$ cat config.mk
export PLATFORM = sky130hd
export DESIGN_NAME = fifo_uart_tx
export DESIGN_NICKNAME = d
export VERILOG_FILES = /design/src/rtl/fifo_uart_pkg.sv /design/src/rtl/uart_baud_tick.sv /design/src/rtl/fifo_uart_tx.sv
export SDC_FILE = /design/constraint.sdc
export NUM_CORES = 1
export LEC_CHECK = 0
export CORE_ASPECT_RATIO = 1.4
export CORE_MARGIN = 3
export CORE_UTILIZATION = 25
export CTS_CLUSTER_DIAMETER = 60
export CTS_CLUSTER_SIZE = 30
export DETAILED_ROUTE_END_ITERATION = 7
export GPL_TIMING_DRIVEN = 0
export PLACE_DENSITY_LB_ADDON = 0.3
export SYNTH_ARGS = -nofsm -noshare
export SYNTH_HDL_FRONTEND = slang
export SYNTH_HIERARCHICAL = 1
export SYNTH_SLANG_ARGS = --single-unit
export TNS_END_PERCENT = 100
$ cat constraint.sdc
create_clock -name clk -period 2.07 [get_ports clk]
set_input_delay 0.414 -clock clk [delete_from_list [all_inputs] [get_ports clk]]
set_output_delay 0.414 -clock clk [all_outputs]
set_load 0.1 [all_outputs]
$ cat src/rtl/fifo_uart_pkg.sv
// Shared types and constants for the FIFO-fed UART transmitter.
package fifo_uart_pkg;

   // Defaults shared with the 8x8 sync FIFO and the bench
   localparam int unsigned DEF_DATA_W       = 8;
   localparam int unsigned DEF_CLKS_PER_BIT = 16;
   localparam int unsigned FIFO_DEPTH       = 8;

   // Transmitter FSM states
   typedef enum logic [2:0] {
      IDLE   = 3'd0,
      FETCH  = 3'd1,
      LOAD   = 3'd2,
      START  = 3'd3,
      DATA   = 3'd4,
      PARITY = 3'd5,
      STOP   = 3'd6
   } state_t;

   // Bits on the wire per frame: start + data + optional parity + stop
   function automatic int unsigned frame_bits(input int unsigned data_w,
                                              input int unsigned parity_en);
      return 2 + data_w + ((parity_en != 0) ? 1 : 0);
   endfunction

   // Clock cycles per frame on the tx line
   function automatic int unsigned frame_cycles(input int unsigned data_w,
                                                input int unsigned parity_en,
                                                input int unsigned clks_per_bit);
      return frame_bits(data_w, parity_en) * clks_per_bit;
   endfunction

endpackage

$ cat src/rtl/uart_baud_tick.sv
// Bit-period counter: counts 0..CLKS_PER_BIT-1 and wraps, with a tick on
// the last cycle of each bit and a pre-tick one cycle earlier.
module uart_baud_tick #(
   parameter int unsigned CLKS_PER_BIT = 16
) (
   input  logic clk,
   input  logic rst_n,
   input  logic clear,
   output logic tick,
   output logic pre_tick
);

   localparam int unsigned CNT_W = (CLKS_PER_BIT > 1) ? $clog2(CLKS_PER_BIT) : 1;
   localparam logic [CNT_W-1:0] LAST     = CNT_W'(CLKS_PER_BIT - 1);
   localparam logic [CNT_W-1:0] PRE_LAST = CNT_W'(CLKS_PER_BIT - 2);
   localparam logic [CNT_W-1:0] ONE      = CNT_W'(1);

   logic [CNT_W-1:0] cnt;

   // Free-running bit counter, held at zero by clear and wrapping at LAST
   always_ff @(posedge clk or negedge rst_n) begin
      if (!rst_n) begin
         cnt <= '0;
      end else if (clear || (cnt == LAST)) begin
         cnt <= '0;
      end else begin
         cnt <= cnt + ONE;
      end
   end

   assign tick     = (cnt == LAST);
   assign pre_tick = (cnt == PRE_LAST);

endmodule

$ cat src/rtl/fifo_uart_tx.sv
// FIFO-draining UART transmitter: pops one byte per frame from a sync FIFO
// and sends start, DATA_W data bits LSB-first, optional even parity, stop.
module fifo_uart_tx
   import fifo_uart_pkg::*;
#(
   parameter int unsigned DATA_W       = DEF_DATA_W,
   parameter int unsigned CLKS_PER_BIT = DEF_CLKS_PER_BIT,
   parameter int unsigned PARITY_EN    = 0
) (
   input  logic              clk,
   input  logic              rst_n,
   input  logic              enable,
   input  logic              fifo_empty,
   input  logic [DATA_W-1:0] rd_data,
   output logic              rd_enb,
   output logic              tx,
   output logic              busy,
   output logic              frame_done
);

   localparam int unsigned BIT_W = (DATA_W > 1) ? $clog2(DATA_W) : 1;
   localparam logic [BIT_W-1:0] LAST_BIT = BIT_W'(DATA_W - 1);
   localparam logic [BIT_W-1:0] BIT_ONE  = BIT_W'(1);

   state_t            state;
   logic [DATA_W-1:0] shift;
   logic [DATA_W-1:0] next_shift;
   logic [BIT_W-1:0]  bit_cnt;
   logic              parity;
   logic              tick;
   logic              pre_tick;
   logic              baud_clear;
   logic              can_fetch;

   assign next_shift = shift >> 1;
   assign can_fetch  = enable && !fifo_empty;

   // Serial states change only on tick, where the counter wraps to zero on its
   // own, so an explicit clear is only needed outside the serial states.
   assign baud_clear = (state == IDLE) || (state == FETCH) || (state == LOAD);

   uart_baud_tick #(
      .CLKS_PER_BIT(CLKS_PER_BIT)
   ) u_baud (
      .clk     (clk),
      .rst_n   (rst_n),
      .clear   (baud_clear),
      .tick    (tick),
      .pre_tick(pre_tick)
   );

   // Frame FSM; tx is loaded on the edge entering each state so the line
   // level always matches the current state with no combinational path.
   always_ff @(posedge clk or negedge rst_n) begin
      if (!rst_n) begin
         state      <= IDLE;
         tx         <= 1'b1;
         rd_enb     <= 1'b0;
         busy       <= 1'b0;
         frame_done <= 1'b0;
         bit_cnt    <= '0;
         shift      <= '0;
         parity     <= 1'b0;
      end else begin
         rd_enb     <= 1'b0;
         frame_done <= 1'b0;
         case (state)
            IDLE: begin
               tx <= 1'b1;
               if (can_fetch) begin
                  state  <= FETCH;
                  rd_enb <= 1'b1;
                  busy   <= 1'b1;
               end
            end
            FETCH: begin
               state <= LOAD;
            end
            LOAD: begin
               shift   <= rd_data;
               parity  <= ^rd_data;
               bit_cnt <= '0;
               tx      <= 1'b0;
               state   <= START;
            end
            START: begin
               if (tick) begin
                  tx    <= shift[0];
                  state <= DATA;
               end
            end
            DATA: begin
               if (tick) begin
                  shift <= next_shift;
                  if (bit_cnt == LAST_BIT) begin
                     bit_cnt <= '0;
                     if (PARITY_EN != 0) begin
                        tx    <= parity;
                        state <= PARITY;
                     end else begin
                        tx    <= 1'b1;
                        state <= STOP;
                     end
                  end else begin
                     bit_cnt <= bit_cnt + BIT_ONE;
                     tx      <= next_shift[0];
                  end
               end
            end
            PARITY: begin
               if (tick) begin
                  tx    <= 1'b1;
                  state <= STOP;
               end
            end
            STOP: begin
               // frame_done is registered, so it is raised one cycle early
               if (pre_tick) begin
                  frame_done <= 1'b1;
               end
               if (tick) begin
                  if (can_fetch) begin
                     state  <= FETCH;
                     rd_enb <= 1'b1;
                  end else begin
                     state <= IDLE;
                     busy  <= 1'b0;
                  end
               end
            end
            default: begin
               state <= IDLE;
               tx    <= 1'b1;
               busy  <= 1'b0;
            end
         endcase
      end
   end

endmodule

### Word level (Yosys, flattened, before mapping)

Cells that the tools add are included.

| word-level totals | value |
|---|---|
| register bits after elaboration | 22 |

| operators by class | value |
|---|---|
| mux-type cells | 28 |
| equality and inequality tests | 16 |
| bitwise gates (word level) | 2 |
| reductions and logical operators | 13 |
| add/sub/neg operators | 2 |

Operator list:

| kind | number |
|---|---|
| 3-bit two-way mux | 8 |
| 3-bit case mux with 7 select lines | 1 |
| 8-bit case mux with 2 select lines | 1 |
| 2-bit inequality test, second input constant | 7 |
| 3-bit equality test, second input constant | 4 |
| 1-bit two-way mux | 12 |
| 4-bit equality test, second input constant | 2 |
| 8-bit two-way mux | 1 |
| 4-bit AND reduction | 2 |
| 3-bit by 2-bit equality test with 1-bit output, second input constant | 2 |
| 3-bit case mux with 2 select lines | 1 |
| 6-bit AND reduction | 1 |
| 1-bit case mux with 5 select lines | 1 |
| 5-bit OR reduction | 1 |
| 4-bit by 1-bit adder with 4-bit output, second input constant | 1 |
| 4-bit two-way mux | 1 |
| 3-bit by 1-bit adder with 3-bit output, second input constant | 1 |
| 3-bit by 1-bit equality test with 1-bit output, second input constant | 1 |
| 3-bit logical NOT | 1 |
| 1-bit logical OR | 3 |
| 1-bit case mux with 3 select lines | 1 |
| 1-bit inverter | 2 |
| 1-bit case mux with 2 select lines | 1 |
| 2-bit AND reduction | 1 |
| 4 further kinds | 4 |

### Depth between registers and ports, before layout

| depth | value |
|---|---|
| word-level depth | 5 |
| mapped depth | 7 |

### Hierarchy

Netlist, hierarchy kept.

By module, submodules not included:

| module | area an instance (µm²) | instances | cells an instance | seq. area each (µm²) |
|---|---|---|---|---|
| fifo_uart_tx | 1036.0 | 1 | 107 | 451.7 |
| uart_baud_tick | 195.2 | 1 | 17 | 100.1 |

### Worst setup path before layout

OpenSTA, ideal clock, no wires.

| path | value |
|---|---|
| path type | register to register |
| start | register u_baud.cnt[0] |
| end | register rd_enb |
| period minus slack after synthesis | 1.645 ns |
| path buffers | 1 |
| arrival time | 1.534 ns |
| path slack | 0.425 ns |
| cell stages (with the launch flop) | 6 |
| data required time | 1.959 ns |
| cells stage by stage | dfrtp_1 ha_1 and3_2 clkbuf_1 nand2_1 a2111oi_2 |

| on the way | value |
|---|---|
| word-level cells in the longest chain between the ends | 3 |

Ends and longest elaborated chain:

| item | line | source |
|---|---|---|
| from (decl) | uart_baud_tick.sv:18 | `logic [CNT_W-1:0] cnt;` |
| from (signal assigned) | uart_baud_tick.sv:27 | `cnt <= cnt + ONE;` |
| 4-bit equality test | uart_baud_tick.sv:31 | `assign tick = (cnt == LAST);` |
| named net tick | fifo_uart_tx.sv:30 | `logic tick;` |
| 1-bit two-way mux | fifo_uart_tx.sv:121 | `if (tick) begin` |
| 1-bit case mux with 2 select lines | fifo_uart_tx.sv:67 | `case (state)` |
| to (signal assigned) | fifo_uart_tx.sv:65 | `rd_enb <= 1'b0;` |
| to (signal assigned) | fifo_uart_tx.sv:72 | `rd_enb <= 1'b1;` |
| to (signal assigned) | fifo_uart_tx.sv:124 | `rd_enb <= 1'b1;` |
| to (decl) | fifo_uart_tx.sv:15 | `output logic rd_enb,` |

The timed path passes the listed nets, and every way through them passes these cells.
A chain may end at the register's enable or synchronous reset.

### Worst setup path after layout

| path | value |
|---|---|
| start | register busy |
| end | output busy |

RTL lines:

| item | line | source |
|---|---|---|
| from (decl) | fifo_uart_tx.sv:17 | `output logic busy,` |
| from (signal assigned) | fifo_uart_tx.sv:59 | `busy <= 1'b0;` |
| from (signal assigned) | fifo_uart_tx.sv:73 | `busy <= 1'b1;` |
| from (signal assigned) | fifo_uart_tx.sv:127 | `busy <= 1'b0;` |

No word-level cell between the ends.

==> flow_summary.toml <==
[status]
outcome = "finished, final reports clean"

[timing]
finalHoldViolCount = 0
hold-worst-slack_ps = 511
finClkSkew_ps = 8.67
finalMaxSlewViolations = 0
rsz0062_at_grt = "no"
setup_ws_ps = 179
slew-limit-headroom = 0.322
finalSetupViolations = 0
tightest_slew_ps = 1010
fmax_mhz = 529
period_needed_ps = 1890
min_period_over_period = 0.914

[clocking]
root_buffer = "clkbuf_8"
cts_buffers = 3
clock_tree.buffer_depth = 2
clkLatencyLatePin_ps = 260
clock_sinks = 22
cts_max_level = 1
cts_setup_buffers = 0
cts-hold-fix-buffers = 0
tritoncts = "yes"
clk_pin_slew_ps = 80

[placement]
dpl.hpwl_mm = 1.77
port-buffer-count = 15
gp_congestion = 0.746
place_worst_setup_slack_ps = -13.4

[yosys]
ys_types = 36
synth_fp_nets = 140
synth_seq_cells = 22
yosysWarnings = 6
yosys-top-cells-area = "dfrtp_1 43%, mux2i_1 5.7%, a21oi_1 5.3%"
netlist_instances = 124
synth_simple_gate_area_frac = 0.175
synth_top_area_share = 0.427
synth_ff_type = "dfrtp_1"
synth_top_family_by_area = "compound AO/OA/AOI/OAI gates"
synthXorXnorAreaFrac = 0.00711
synth.area.mux_share = 0.0569
yosysTopAreaCell = "dfrtp_1"
synth_compound_area_frac = 0.209
async_flop_share = 1.00
synth.yosys.seq_area_share = 0.448
synth.avg_cell_area_um2 = 9.93
synth_edf_count = 0
synthAdderAreaFrac = 0.0407
synthesis.area_um2 = 1230

[global_routing]
overflow = 0
antenna_found_initial = 0
grt_usage = 0.0933
grt_pass1_wl_mm = 4.27
grt_pass1_vias = 922
grt_max_degree = 23

[cells_and_area]
final.fill_count = 515
diodes = 0
mostFrequentLayoutCells = "21 x dfrtp_1, 17 x nor2_1, 13 x a21oi_1"
mostFrequentLayoutCell = "dfrtp_1"
drive_gt1_frac = 0.169
layout.nets = 159
syn_to_final_growth_pct = 21.1

[floorplan]
die_h_um = 89.0
num_rows = 29
fp.dieW_um = 65.3
initial_core_util = 0.265
coreArea_um2 = 4640
io_pins = 16
die_area_um2 = 5810

[worst_setup_path]
worstPathBufferInverterCount = 1
slowest_delay_ps = 850
crit_type = "reg -> out"
worst-path-stages = 1
start_kind = "flop"
crit_path_top_delay_cell = "dlygate4sd2_1"
end_kind = "output pin"
worstPathArrival_ps = 1480
r2r_start = "u_baud/cnt[0]"
path_cells = "dlygate4sd2_1"
crit_path_start = "busy"
r2r_end = "shift[1]"
crit_fanout = 3
required_ps = 1660
crit_end = "busy"
r2r_slack_ps = 240
reg2reg_depth = 7
critical-path-top-delay-family = "buffers and inverters"

[drt]
vias_per_cell = 4.62
drt_iter0_markers = 58
drt_first_pass_iters = 4
wl_per_cell_um = 11.8
drc = 0
wl_mm = 2.40
route.vias.total = 943
ant_nets = 0

[worst_hold_path]
min_from = "u_baud/cnt[0]"
min_path_type = "reg -> reg"

[power_and_ir_drop]
leakage_nw = 0.695
ir_worst_vdd_mv = 0.258
powerDensity_nw_per_um2 = 528

[run]
drv_cap = 0
==> kinds of logic (layout without fill, tap and decap cells) <==
group | Yosys count | count (layout)
and+or+nand+nor | 38 | 38
AOI/OAI and AO/OA | 38 | 38
buffers and inverters | 14 | 32
xor gates and xnor gates | 1 | 1
adders and majority gates | 4 | 4
muxes | 7 | 7
DFF | 22 | 22
==> per-stage QoR <==
step                 util  setup TNS, ps  power, mW  instances  instance area, um2
floorplan               -              0      0.485        124                1230
global placement    0.314          -12.1      0.522        201                1460
detailed placement  0.314          -13.4      0.523        201                1460
CTS                 0.323              0      0.798        205                1500
global route        0.321              0      0.823        204                1490
finish              0.321              0      0.787        204                1490
==> cell type report <==
cell class / instances / area (um2) / share of cell area
multi-input cells: 88 / 602 / 0.404
flip-flops and latches: 22 / 552 / 0.370
repair buffers: 15 / 141 / 0.0948
well taps: 62 / 77.6 / 0.0520
plain buffers: 6 / 47.5 / 0.0319
clock buffers: 4 / 45.0 / 0.0302
inverters: 7 / 26.3 / 0.0176
==> synthesized netlist by cell type (all sizes together) (2+ instances only) <==
cell type,count
dfrtp,21
nor2,18
a21oi,16
o21ai,9
inv,7
mux2i,7
nand2,6
buf,5
ha,4
nand2b,4
nor3,4
o22ai,3
a21o,2
and3,2
clkbuf,2
==> how the worst min path moves through the flow <==
stage	to	slack, ps	depth (start not counted)
3_5_place_dp	shift[0]	500	2
5_1_grt	u_baud/cnt[0]	530	1
3_3_place_gp	u_baud/cnt[0]	480	1
4_1_cts	u_baud/cnt[0]	520	1
2_1_floorplan	bit_cnt[0]	120	0
6_report	u_baud/cnt[0]	510	1
==> layer usage <==
metal | global-route usage | wire [um] | vias up
met5 | 0 | 0 | -
met4 | 0.0396 | 14 | 0
met3 | 0.0164 | 103 | 2
met2 | 0.161 | 1160 | 19
met1 | 0.114 | 1120 | 457
li1 | - | - | 465
==> report_power, final <==
part | switching, mW | total (mW) | internal (mW)
Clock | 0.138 | 0.275 | 0.137
Sequential | 0.00556 | 0.444 | 0.439
Combinational | 0.0389 | 0.0670 | 0.0281
==> sequential cells by signal, indices dropped and copies added (netlist names) <==
name,flops
bit_cnt,3
busy,1
frame_done,1
rd_enb,1
shift,8
state,3
tx,1
u_baud/cnt,4
==> timing repair <==
action,4_1_cts,5_1_grt
pin swaps,0,0
endpoints found under the setup margin,4,2
resized for setup,5,1
(Power assumes the default switching activity.)
